### config.mk
export PLATFORM = sky130hd
export DESIGN_NAME = simplecpu_uart_loader
export DESIGN_NICKNAME = d
export VERILOG_FILES = /design/src/rtl/simplecpu_pkg.sv /design/src/rtl/simplecpu_uart_rx.sv /design/src/rtl/simplecpu_uart_loader.sv
export SDC_FILE = /design/constraint.sdc
export NUM_CORES = 1
export LEC_CHECK = 0
export CAP_MARGIN = 20
export CORE_MARGIN = 2
export CORE_UTILIZATION = 54
export DETAILED_ROUTE_END_ITERATION = 12
export GPL_TIMING_DRIVEN = 0
export PLACE_DENSITY = 0.74
export REMOVE_ABC_BUFFERS = 1
export SLEW_MARGIN = 5
export SYNTH_ARGS = -nofsm -noshare
export SYNTH_HDL_FRONTEND = slang
export SYNTH_SLANG_ARGS = --single-unit
### constraint.sdc
create_clock -name clk -period 2.2 [get_ports clk]
set_input_delay 0.55 -clock clk [delete_from_list [all_inputs] [get_ports clk]]
set_output_delay 0.55 -clock clk [all_outputs]
set_load 0.01 [all_outputs]
### src/rtl/simplecpu_pkg.sv
// Shared definitions for simplecpu and its UART program loader: bus widths,
// opcode map, loader frame header and FSM state encodings.
package simplecpu_pkg;

   localparam int CPU_ADDR_W = 4;
   localparam int CPU_DATA_W = 8;

   localparam logic [7:0] LOAD_HDR = 8'hA5;

   // Upper nibble of an instruction word; lower nibble is the operand address.
   localparam logic [3:0] OP_NOP = 4'h0;
   localparam logic [3:0] OP_LDA = 4'h1;
   localparam logic [3:0] OP_ADD = 4'h2;
   localparam logic [3:0] OP_SUB = 4'h3;
   localparam logic [3:0] OP_STA = 4'h4;
   localparam logic [3:0] OP_LDI = 4'h5;
   localparam logic [3:0] OP_JMP = 4'h6;
   localparam logic [3:0] OP_JC  = 4'h7;
   localparam logic [3:0] OP_JZ  = 4'h8;
   localparam logic [3:0] OP_OUT = 4'hE;
   localparam logic [3:0] OP_HLT = 4'hF;

   typedef enum logic [2:0] {
      LD_IDLE,
      LD_COUNT,
      LD_DATA,
      LD_CSUM,
      LD_DONE,
      LD_ERROR
   } loader_state_t;

   typedef enum logic [1:0] {
      RX_IDLE,
      RX_START,
      RX_DATA,
      RX_STOP
   } rx_state_t;

endpackage

### src/rtl/simplecpu_uart_rx.sv
// 8N1 UART receiver: synchronises the line, rejects false starts and reports
// each byte or framing error with a one-cycle pulse.
module simplecpu_uart_rx
   import simplecpu_pkg::*;
#(
   parameter int CLKS_PER_BIT = 16
) (
   input  logic       clk,
   input  logic       reset,
   input  logic       rx,
   output logic       byte_valid,
   output logic [7:0] byte_data,
   output logic       frame_err
);

   localparam int CW = $clog2(CLKS_PER_BIT);
   localparam logic [CW-1:0] HALF_BIT  = CW'(CLKS_PER_BIT / 2 - 1);
   localparam logic [CW-1:0] LAST_TICK = CW'(CLKS_PER_BIT - 1);

   rx_state_t     state, state_n;
   logic          rx_meta, rx_sync, rx_prev;
   logic [CW-1:0] tick, tick_n;
   logic [2:0]    bit_idx, bit_idx_n;
   logic [7:0]    shift, shift_n;
   logic          byte_valid_n, frame_err_n;

   assign byte_data = shift;

   always_ff @(posedge clk) begin
      if (reset) begin
         rx_meta    <= 1'b1;
         rx_sync    <= 1'b1;
         rx_prev    <= 1'b1;
         state      <= RX_IDLE;
         tick       <= '0;
         bit_idx    <= '0;
         shift      <= '0;
         byte_valid <= 1'b0;
         frame_err  <= 1'b0;
      end else begin
         rx_meta    <= rx;
         rx_sync    <= rx_meta;
         rx_prev    <= rx_sync;
         state      <= state_n;
         tick       <= tick_n;
         bit_idx    <= bit_idx_n;
         shift      <= shift_n;
         byte_valid <= byte_valid_n;
         frame_err  <= frame_err_n;
      end
   end

   // Start is re-checked at half a bit, so every later sample lands mid-bit.
   always_comb begin
      state_n      = state;
      tick_n       = tick + 1'b1;
      bit_idx_n    = bit_idx;
      shift_n      = shift;
      byte_valid_n = 1'b0;
      frame_err_n  = 1'b0;
      case (state)
         RX_IDLE: begin
            tick_n    = '0;
            bit_idx_n = '0;
            if (rx_prev && !rx_sync)
               state_n = RX_START;
         end
         RX_START: begin
            if (tick == HALF_BIT) begin
               tick_n  = '0;
               state_n = rx_sync ? RX_IDLE : RX_DATA;
            end
         end
         RX_DATA: begin
            if (tick == LAST_TICK) begin
               tick_n    = '0;
               shift_n   = {rx_sync, shift[7:1]};
               bit_idx_n = bit_idx + 3'd1;
               if (bit_idx == 3'd7)
                  state_n = RX_STOP;
            end
         end
         RX_STOP: begin
            if (tick == LAST_TICK) begin
               tick_n       = '0;
               state_n      = RX_IDLE;
               byte_valid_n = rx_sync;
               frame_err_n  = !rx_sync;
            end
         end
         default: state_n = RX_IDLE;
      endcase
   end

endmodule

### src/rtl/simplecpu_uart_loader.sv
// Loads a checksummed program frame from the UART into simplecpu RAM and
// keeps the CPU in reset until a complete, verified image has been written.
module simplecpu_uart_loader
   import simplecpu_pkg::*;
#(
   parameter int CLKS_PER_BIT = 16,
   parameter int RAM_DEPTH    = 16,
   parameter int TIMEOUT_CLKS = 640
) (
   input  logic                  clk,
   input  logic                  reset,
   input  logic                  uart_rx,
   output logic                  load_ram,
   output logic [CPU_ADDR_W-1:0] load_addr,
   output logic [CPU_DATA_W-1:0] load_data,
   output logic                  cpu_run,
   output logic                  busy,
   output logic                  done,
   output logic                  error
);

   localparam int TW = $clog2(TIMEOUT_CLKS + 1);
   localparam logic [TW-1:0] TIMEOUT_LAST = TW'(TIMEOUT_CLKS - 1);
   localparam logic [7:0]    MAX_COUNT    = 8'(RAM_DEPTH);

   loader_state_t         state, state_n;
   logic [7:0]            remaining, remaining_n;
   logic [7:0]            sum, sum_n;
   logic [CPU_ADDR_W-1:0] addr, addr_n;
   logic [TW-1:0]         idle_cnt, idle_cnt_n;
   logic                  load_ram_n;
   logic [CPU_ADDR_W-1:0] load_addr_n;
   logic [CPU_DATA_W-1:0] load_data_n;
   logic                  byte_valid, frame_err, in_frame;
   logic [7:0]            byte_data;

   simplecpu_uart_rx #(
      .CLKS_PER_BIT(CLKS_PER_BIT)
   ) u_rx (
      .clk       (clk),
      .reset     (reset),
      .rx        (uart_rx),
      .byte_valid(byte_valid),
      .byte_data (byte_data),
      .frame_err (frame_err)
   );

   assign in_frame = (state == LD_COUNT) || (state == LD_DATA) || (state == LD_CSUM);
   assign busy     = in_frame;
   assign done     = (state == LD_DONE);
   assign cpu_run  = (state == LD_DONE);
   assign error    = (state == LD_ERROR);

   always_ff @(posedge clk) begin
      if (reset) begin
         state     <= LD_IDLE;
         remaining <= '0;
         sum       <= '0;
         addr      <= '0;
         idle_cnt  <= '0;
         load_ram  <= 1'b0;
         load_addr <= '0;
         load_data <= '0;
      end else begin
         state     <= state_n;
         remaining <= remaining_n;
         sum       <= sum_n;
         addr      <= addr_n;
         idle_cnt  <= idle_cnt_n;
         load_ram  <= load_ram_n;
         load_addr <= load_addr_n;
         load_data <= load_data_n;
      end
   end

   // Abort checks sit below the case and exclude byte_valid, so a byte
   // arriving on the expiry cycle is still accepted.
   always_comb begin
      state_n     = state;
      remaining_n = remaining;
      sum_n       = sum;
      addr_n      = addr;
      idle_cnt_n  = (in_frame && !byte_valid) ? idle_cnt + 1'b1 : '0;
      load_ram_n  = 1'b0;
      load_addr_n = load_addr;
      load_data_n = load_data;
      case (state)
         LD_IDLE, LD_DONE, LD_ERROR: begin
            if (byte_valid && byte_data == LOAD_HDR)
               state_n = LD_COUNT;
         end
         LD_COUNT: begin
            if (byte_valid) begin
               if (byte_data != 8'd0 && byte_data <= MAX_COUNT) begin
                  remaining_n = byte_data;
                  addr_n      = '0;
                  sum_n       = '0;
                  state_n     = LD_DATA;
               end else begin
                  state_n = LD_ERROR;
               end
            end
         end
         LD_DATA: begin
            if (byte_valid) begin
               load_ram_n  = 1'b1;
               load_addr_n = addr;
               load_data_n = byte_data;
               addr_n      = addr + 1'b1;
               sum_n       = sum + byte_data;
               remaining_n = remaining - 8'd1;
               if (remaining == 8'd1)
                  state_n = LD_CSUM;
            end
         end
         LD_CSUM: begin
            if (byte_valid)
               state_n = (byte_data == sum) ? LD_DONE : LD_ERROR;
         end
         default: state_n = LD_IDLE;
      endcase
      if (in_frame && !byte_valid && (frame_err || idle_cnt == TIMEOUT_LAST))
         state_n = LD_ERROR;
   end

endmodule

==> results.py <==
metrics = {
    "outcome": {
        "status": "completed",
    },
    "yosys": {
        "ys_types": 55,
        "yosysTopAreaCell": "dfxtp_1",
        "synth_ff_type": "dfxtp_1",
        "synth_fa_ha_area_share_pct": 6.106,
        "synth.top_cell.area_share_pct": 42.58,
        "synthXorXnorAreaFrac_pct": 4.932,
        "synth_compound_area_share_pct": 15.69,
        "synth-seq-area-share_pct": 42.58,
        "async_reset_ff_share_pct": 0,
        "synth_edf_count": 0,
        "synthCells": 360,
        "synth_warnings": 0,
        "synth_seq_cells": 68,
        "synthSimpleGateAreaFrac_pct": 24.27,
        "synth_top_family_by_area": "simple AND/OR/NAND/NOR gates",
        "synth_mux_area_share_pct": 2.505,
        "synth_area_sq_um": 3197,
        "synth_top_cells_by_area": "dfxtp_1 43%, ha_1 5.5%, nor2_1 4.8%",
        "avgSynthCellArea_sq_um": 8.880,
    },
    "timing": {
        "relSlewSlack_pct": 45.71,
        "maxSlewViolCount": 0,
        "setup_tns_ns": 0,
        "setup_viol": 0,
        "finalCriticalPeriod_ns": 2.140,
        "layout_setup_ws_ns": 0.05954,
        "fmax_ghz": 0.4672,
        "tightest_slew_ns": 0.8031,
        "finalClockSkew_ns": 0.007458,
        "hold_viol_final": 0,
        "period_share_pct": 97.29,
    },
    "setup_path": {
        "arrival_ns": 1.59,
        "required_ns": 1.65,
        "rrSetupSlack_ns": 0.17,
        "critPathKind": "reg2out",
        "path_max_fanout": 8,
        "critPathLaunchType": "register",
        "endpoint_kind": "output pin",
    },
    "placement": {
        "io_buffers": 19,
        "gp_congestion": 0.8343,
        "dp_hpwl_mm": 4.232,
        "place_ws_ns": -0.3955,
    },
    "global_routing": {
        "grt_antenna_before_repair": 0,
        "grt_overflow_total": 0,
        "grt_max_degree": 33,
        "grt_usage_pct": 21.47,
        "grt_first_pass_wirelength_mm": 10.88,
        "grt_pass1_vias": 2326,
    },
    "clocking": {
        "hold_buffers": 0,
        "cts_buffer_depth": 2,
        "cts_inserted_buffers": 9,
        "root_buffer": "clkbuf_8",
        "clock_sinks": 68,
        "clk_pin_slew_ns": 0.07,
        "cts_max_level": 3,
        "clk_latency_ns": 0.34,
        "cts_tree": "built",
    },
    "flow_run": {
        "drv_cap": 0,
    },
    "finish": {
        "num_antenna_cells": 0,
        "syn_to_final_growth_pct": 14.52,
        "drive_gt1_share_pct": 9.211,
        "num-nets-final": 393,
        "fillers": 511,
    },
    "drt": {
        "wl_per_cell_um": 14.25,
        "drtIter0Drc": 167,
        "via_per_inst": 5.734,
        "drt-pass1-iter-count": 5,
        "ant_nets": 0,
        "routed_wl_mm": 6.485,
        "drc": 0,
        "route.vias.total": 2609,
    },
    "floorplan": {
        "initial_core_util_pct": 54.97,
        "die_h_um": 80.94,
        "io_pins": 20,
        "die_area_sq_um": 6551,
        "die_w_um": 80.94,
        "rows": 28,
        "core_area_sq_um": 5816,
    },
    "pwr": {
        "report.power.total_w": 0.002420,
        "p_per_area_nw_per_um2": 660.9,
        "vdd_drop_max_mv": 0.4478,
        "leakagePower_nw": 1.330,
    },
    "hold_path": {
        "hp-class": "reg2reg",
    },
}
cells in the mapped netlist (4+ instances only):
library cell and count:
dfxtp_1 68, and3_1 5, o21ai_0 12, nor3_1 6, nor2_1 41, xor2_1 8
buf_2 4, nand4_1 5, or4_1 4, a21oi_1 29, ha_1 14, clkbuf_1 7
nor4_1 4, o21bai_1 4, inv_1 8, xnor2_1 10, nor4b_1 4, nand2_1 40
nand3_1 11, a22o_1 10, mux2i_1 8
worst max-delay path: stages, from the launching register on:
cell	delay [ns]
dfxtp_2	0.41
nor3b_1	0.26
clkdlybuf4s50_1	0.58
placed cells by master, fill, tap and decap left out, types with 3 or more instances in the layout:
cell,count
clkbuf_8,11
clkdlybuf4s50_1,18
a22o_1,10
o21bai_1,4
a21oi_1,29
xnor2_1,10
nand4b_1,3
nor4b_1,4
nand3_1,11
o21ai_0,12
inv_1,8
nand2_1,39
or2_2,3
nand4_1,5
nor3_1,6
ha_1,14
a311oi_1,3
dfxtp_1,64
nor2_1,39
dfxtp_2,4
nor4_1,3
xor2_1,8
and3_1,5
nor3b_1,3
a21o_1,3
mux2i_1,8
or4_1,4
a22oi_1,3
metrics by stage:
stage	instances	cell area, sq um	hold WS [ns]	util [%]
after floorplan	343	3102	0.3895	-
after global placement	437	3386	0.3945	58.22
after detailed placement	438	3408	0.3941	58.61
after CTS	455	3630	0.4108	62.41
after global routing	455	3661	0.4185	62.95
final	455	3661	0.4101	62.95
per-layer routing:
metal | vias to the layer above | GRT usage [%] | share of wire [%]
li1 | 1310 | - | -
met1 | 1227 | 29.98 | 49
met2 | 63 | 31.90 | 45
met3 | 9 | 3.889 | 4.2
met4 | 0 | 10.51 | 1.7
met5 | - | 0 | 0
worst paths after layout:
| path | start | endpoint | cells after the start |
|---|---|---|---|
| worst max-delay path | state[2] | done | 2 |
| worst min-delay path | u_rx.rx_meta | u_rx.rx_sync | 1 |
| worst max register to register | u_rx.byte_data[2] | sum[4] | 5 |
| worst min register to register | u_rx.rx_meta | u_rx.rx_sync | 1 |
flip-flops by register name, summed over array words and instances, names as in the netlist, named ones only:
register	cells
state	3
u_rx.bit_idx	3
u_rx.rx_prev	1
u_rx.rx_sync	1
u_rx.byte_valid	1
load_addr	4
u_rx.byte_data	8
sum	8
u_rx.rx_meta	1
u_rx.state	1
u_rx.frame_err	1
remaining	8
load_data	8
load_ram	1
idle_cnt	10
addr	4
u_rx.tick	4
cell families after synthesis:
| logic type | after synthesis |
|---|---|
| mux | 8 |
| simple gates | 149 |
| buf+inv | 25 |
| fa+ha+maj | 15 |
| flops | 68 |
| xor+xnor | 18 |
| compound gates | 77 |
report_power, final:
part	internal [W]	switching (W)
clock	0.000582	0.000476
combinational	0.0000428	0.0000629
sequential	0.00124	0.0000143
total	0.00187	0.000553
cell type report:
class / count / area [sq um] / area share [%]
timing repair buffer: 21 / 220.2 / 6.015
multi-input combinational: 267 / 1748 / 47.74
inverter: 8 / 30.03 / 0.8202
clock buffer: 12 / 155.1 / 4.238
clock inverter: 4 / 47.55 / 1.299
tap: 75 / 93.84 / 2.563
sequential: 68 / 1366 / 37.32
timing repair:
item | 4_1_cts | 5_1_grt
endpoints found under the setup margin | 14 | 16
setup buffers | 1 | 0
resized for setup | 4 | 8
pin swaps | 1 | 0
No activity file was read; power rests on OpenSTA's default activity.
